--- config.mk ---
export PLATFORM = sky130hd
export DESIGN_NAME = vram_arb
export DESIGN_NICKNAME = d
export VERILOG_FILES = /design/src/rtl/vram_arb.sv
export SDC_FILE = /design/constraint.sdc
export NUM_CORES = 1
export LEC_CHECK = 0
export BUFFER_PORTS_ARGS = -buffer_cell sky130_fd_sc_hd__buf_2
export CAP_MARGIN = 0
export CORE_AREA = 2 2 71 107
export CTS_CLUSTER_DIAMETER = 120
export DETAILED_ROUTE_END_ITERATION = 6
export DIE_AREA = 0 0 73 109
export HOLD_SLACK_MARGIN = 0.1
export PLACE_DENSITY = 0.81
export SLEW_MARGIN = 20
export SYNTH_ARGS = -nofsm -noshare
export SYNTH_HDL_FRONTEND = slang
export SYNTH_SLANG_ARGS = --single-unit
--- constraint.sdc ---
create_clock -name clk -period 1.62 [get_ports clk]
set_input_delay 0 -clock clk [delete_from_list [all_inputs] [get_ports clk]]
set_output_delay 0 -clock clk [all_outputs]
set_load 0.01 [all_outputs]
--- src/rtl/vram_arb.sv ---
// rtl/vram_arb.sv - display/host arbiter and sequencer for the 2K x 18 display RAM
module vram_arb #(
    parameter int AW       = 11,
    parameter int DW       = 18,
    parameter int MAXBURST = 4
) (
    input  logic          clk,
    input  logic          rst,
    input  logic          dsp_req,
    input  logic [AW-1:0] dsp_addr,
    output logic          dsp_gnt,
    output logic          dsp_vld,
    output logic [DW-1:0] dsp_rdata,
    input  logic          host_req,
    input  logic          host_we,
    input  logic [AW-1:0] host_addr,
    input  logic [DW-1:0] host_wdata,
    output logic          host_gnt,
    output logic          host_vld,
    output logic [DW-1:0] host_rdata,
    output logic          ram_ce,
    output logic          ram_we,
    output logic [AW-1:0] ram_addr,
    output logic [DW-1:0] ram_di,
    input  logic [DW-1:0] ram_do
);
    localparam logic [3:0] MAX_CNT = 4'(MAXBURST);

    logic [3:0] cnt;
    logic       tag1_vld, tag1_host;
    logic       tag2_vld, tag2_host;

    // Display wins unless the host has already waited out a full burst.
    assign dsp_gnt  = !rst && dsp_req && (!host_req || cnt < MAX_CNT);
    assign host_gnt = !rst && host_req && (!dsp_req || cnt >= MAX_CNT);

    always_ff @(posedge clk) begin
        if (rst) begin
            cnt        <= '0;
            ram_ce     <= 1'b0;
            ram_we     <= 1'b0;
            ram_addr   <= '0;
            ram_di     <= '0;
            tag1_vld   <= 1'b0;
            tag1_host  <= 1'b0;
            tag2_vld   <= 1'b0;
            tag2_host  <= 1'b0;
            dsp_vld    <= 1'b0;
            host_vld   <= 1'b0;
            dsp_rdata  <= '0;
            host_rdata <= '0;
        end else begin
            // A display grant with host_req high implies cnt < MAX_CNT, so this saturates.
            cnt <= (dsp_gnt && host_req) ? cnt + 4'd1 : 4'd0;

            ram_ce <= dsp_gnt || host_gnt;
            ram_we <= host_gnt && host_we;
            if (host_gnt) begin
                ram_addr <= host_addr;
                ram_di   <= host_wdata;
            end else if (dsp_gnt) begin
                ram_addr <= dsp_addr;
                ram_di   <= host_wdata;
            end

            tag1_vld  <= dsp_gnt || (host_gnt && !host_we);
            tag1_host <= host_gnt;
            tag2_vld  <= tag1_vld;
            tag2_host <= tag1_host;

            dsp_vld  <= tag2_vld && !tag2_host;
            host_vld <= tag2_vld && tag2_host;
            if (tag2_vld && !tag2_host)
                dsp_rdata <= ram_do;
            if (tag2_vld && tag2_host)
                host_rdata <= ram_do;
        end
    end
endmodule

==> results_dict.tcl <==
set metrics [dict create \
    cp_top_family "buffers and inverters" \
    netlist-cell-type-count 27 \
    layout_cells_sized_above_1 0.3013 \
    weighted_congestion_at_the_end_of_routability_driven_global_placement 0.7755 \
    die_area_um2 7957 \
    yosysSeqAreaShare 0.5582 \
    avgViaCountPerCell 4.990 \
    detail_route.iter0.violations 253 \
    power.ir.vdd_worst_mv 0.5036 \
    cellPowerDensity_nw_per_um2 889.1 \
    unrepaired_setup_endpoints_after_global_routing "no" \
    finalSetupViolCount 0 \
    antenna_violating_nets_left 0 \
    dpl.hpwl_mm 5.271 \
    floorplan.core_area_um2 7084 \
    slowest_stage "sky130_fd_sc_hd__dlygate4sd3_1" \
    layout.filler_cells 575 \
    worstSetupPathType "input port to output pin" \
    power.net_switching_mw 0.9819 \
    timing.slew.headroom 0.5665 \
    grt_util_all_layers 0.2215 \
    power.share.sequential 0.513 \
    chipHeight_um 109 \
    max-clock-path-buffers 2 \
    cell_count_after_placement 533 \
    clock-root-buffer "sky130_fd_sc_hd__clkbuf_8" \
    worst_setup_path_end_kind "output pin" \
    cts_tree "built" \
    wl_per_cell_um 14.26 \
    setup_tns_ns 0 \
    finalMaxSlewViolations 0 \
    row_count 38 \
    wirelength_mm 8.856 \
    start_kind "input port" \
    fin_cells 621 \
    hold-worst-slack_ns 0.1431 \
    maxCapViolations 0 \
    required_ns 1.62 \
    worst-path-buf-inv 4 \
    power_internal_mw 2.935 \
    fmaxAchievable_ghz 0.6610 \
    cts_inserted_buffers 9 \
    library_cell_appearing_most_often_on_the_critical_path "sky130_fd_sc_hd__buf_2" \
    nNetsFinal 601 \
    floorplan.initialDensity 0.3898 \
    clock_insertion_delay_worst_skew_ns 0.35 \
    yosys_warnings 0 \
    nets_in_the_synthesized_netlist 399 \
    total_leakage_power_nw 2.022 \
    first_global_vias 3055 \
    comb_power_share 0.147 \
    mappedNetlistArea_um2 2761 \
    biggest_cell_delay_along_the_critical_path_ns 0.56 \
    crit_path_max_fanout 21 \
    cts_setup_buffers 0 \
    layout_commonest_cell "sky130_fd_sc_hd__buf_2" \
    wire_length_of_the_first_global_routing_pass_mm 13.51 \
    timing.reg2reg.setup_slack_ns 0.17 \
    skew_ns 0.007764 \
    fraction_of_the_core_area_covered_by_cells_at_the_end_of_the_flow 0.6219 \
    finalWorstPathRequiredPeriod_ns 1.513 \
    worst_hold_path_type "input port to flip-flop" \
    postSynthRegisterBits 77 \
    die_x_um 73 \
    cts_htree_levels 3 \
    antenna_violations_before_repair 0 \
    syn_to_final_growth_pct 59.54 \
    status "completed" \
    route.vias.total 3099 \
    power_switching_share 0.2507 \
    finalPower_mw 3.917 \
    synthesis.area_per_instance_um2 8.243 \
    grt_overflow 0 \
    timing.critical_path.arrival_ns 1.51 \
    drt_first_pass_iters 5 \
    actual_slew_at_the_worst_max_slew_pin_ns 0.6486 \
    clk_transition_reported_paths_ns 0.07 \
    floorplan.io_pins 134 \
    hold_violations 0 \
    antenna_cells_inserted 0 \
    drc 0 \
    place.port_buffers 133 \
    critical_path.cell_chain "buf_2, dlygate4sd3_1, buf_4, nand2b_2, nor2_1, buf_2" \
    post_synth_inst_count 335 \
    final_cell_mix "sky130_fd_sc_hd__buf_2 (133), sky130_fd_sc_hd__nand2_1 (110), sky130_fd_sc_hd__dfxtp_1 (77), sky130_fd_sc_hd__dlygate4sd3_1 (73), sky130_fd_sc_hd__a21oi_1 (54)" \
    cts.sinks 77 \
    grt_start_max_net_pins 29 \
    timing.final.crit_share 0.9339 \
    power_frac_clock 0.341 \
]
[what timing repair did]
item | CTS | global route
hold endpoints to repair | 70 | 0
hold buffers | 73 | 0
endpoints found under the setup margin | 0 | 11
gates resized for setup | 0 | 3
[path summary, 6_finish.rpt]
| kind | start | to | cells past startpoint |
|---|---|---|---|
| min reg2reg | cnt[0] | cnt[0] | 1 |
| max reg2reg | cnt[2] | cnt[0] | 4 |
| min | rst | host_vld | 3 |
| max | rst | host_gnt | 6 |
[area by class of cell]
class	count	area [µm²]	share of cell area
Timing Repair Buffer	215	1464	0.3323
Inverter	1	3.754	0.0008520
Multi-Input combinational cell	233	1111	0.2522
Clock inverter	3	20.02	0.004544
Sequential cell	77	1541	0.3499
Tap cell	80	100.1	0.02272
Clock buffer	12	165.2	0.03749
[worst reg2reg max path, stage by stage, from the launching register on]
cell and delay [ns]:
sky130_fd_sc_hd__dfxtp_1 0.35, sky130_fd_sc_hd__nor4b_2 0.34, sky130_fd_sc_hd__nand2_1 0.08, sky130_fd_sc_hd__dlygate4sd3_1 0.55, sky130_fd_sc_hd__nor2_1 0.08
[logic make-up after synthesis]
kind of cell               Yosys count  share of synthesized area
buffers and inverters               25                    0.04441
other                                1                   0.001358
adders and majority gates            1                   0.004530
AOI/OAI and AO/OA                   84                     0.1695
and+or+nand+nor                    147                     0.2220
DFF                                 77                     0.5582
[routing by layer]
metal  track usage  up-vias  routed length, µm
li1              -     1511                  -
met3       0.03697       44                546
met2        0.4048      164               4718
met4        0.1601        0                469
met1        0.2177     1380               3121
met5             0        -                  0
[synthesized netlist by cell type]
cell                       instances  area (µm²)
sky130_fd_sc_hd__nand2b_1          2       12.51
sky130_fd_sc_hd__and3b_1           1       8.760
sky130_fd_sc_hd__o21ai_0          12       60.06
sky130_fd_sc_hd__nand2_1         110       412.9
sky130_fd_sc_hd__nor3b_2           1       12.51
sky130_fd_sc_hd__nand3_1           5       25.02
sky130_fd_sc_hd__dfxtp_1          77        1541
sky130_fd_sc_hd__or2_1             1       6.260
sky130_fd_sc_hd__a31oi_1           6       37.54
sky130_fd_sc_hd__and3_1            3       18.77
sky130_fd_sc_hd__nor2b_2           1       8.760
sky130_fd_sc_hd__and2_1            1       6.260
sky130_fd_sc_hd__a211oi_1          6       45.04
sky130_fd_sc_hd__buf_2            14       70.07
sky130_fd_sc_hd__a311oi_1          5       43.79
sky130_fd_sc_hd__ha_1              1       12.51
sky130_fd_sc_hd__o21bai_2          1       11.26
sky130_fd_sc_hd__nor2_1           16       60.06
sky130_fd_sc_hd__or3b_1            1       8.760
sky130_fd_sc_hd__nor2b_1           3       18.77
sky130_fd_sc_hd__nor3_1            1       5.000
sky130_fd_sc_hd__conb_1            1       3.750
sky130_fd_sc_hd__clkbuf_1          7       26.28
sky130_fd_sc_hd__buf_4             3       22.52
sky130_fd_sc_hd__inv_2             1       3.750
sky130_fd_sc_hd__a21oi_1          54       270.3
sky130_fd_sc_hd__nor4b_1           1       8.760
[power by group through the flow]
stage,combinational [mW],clock (mW),sequential (mW)
6_report,0.574,1.33,2.01
5_1_grt,0.626,1.44,2.02
4_1_cts,0.554,1.38,2.01
2_1_floorplan,0.187,0,2.08
3_5_place_dp,0.420,0,2.05
3_3_place_gp,0.409,0,2.05
[metrics by stage]
step | setup WS (ns) | cell area (µm²)
after detailed placement | 0.2455 | 3476
after floorplan | 0.3742 | 2761
final | 0.1071 | 4405
after global placement | 0.3045 | 3476
after global routing | 0.03129 | 4405
after CTS | 0.04563 | 4392
[sequential cells by signal, indices dropped and copies added, names as in the netlist]
name	flops
ram_di	18
ram_we	1
dsp_vld	1
tag2_vld	1
tag1_host	1
ram_addr	11
ram_ce	1
host_rdata	18
tag2_host	1
cnt	4
dsp_rdata	18
host_vld	1
tag1_vld	1
No activity file was read; power rests on OpenSTA's default activity.
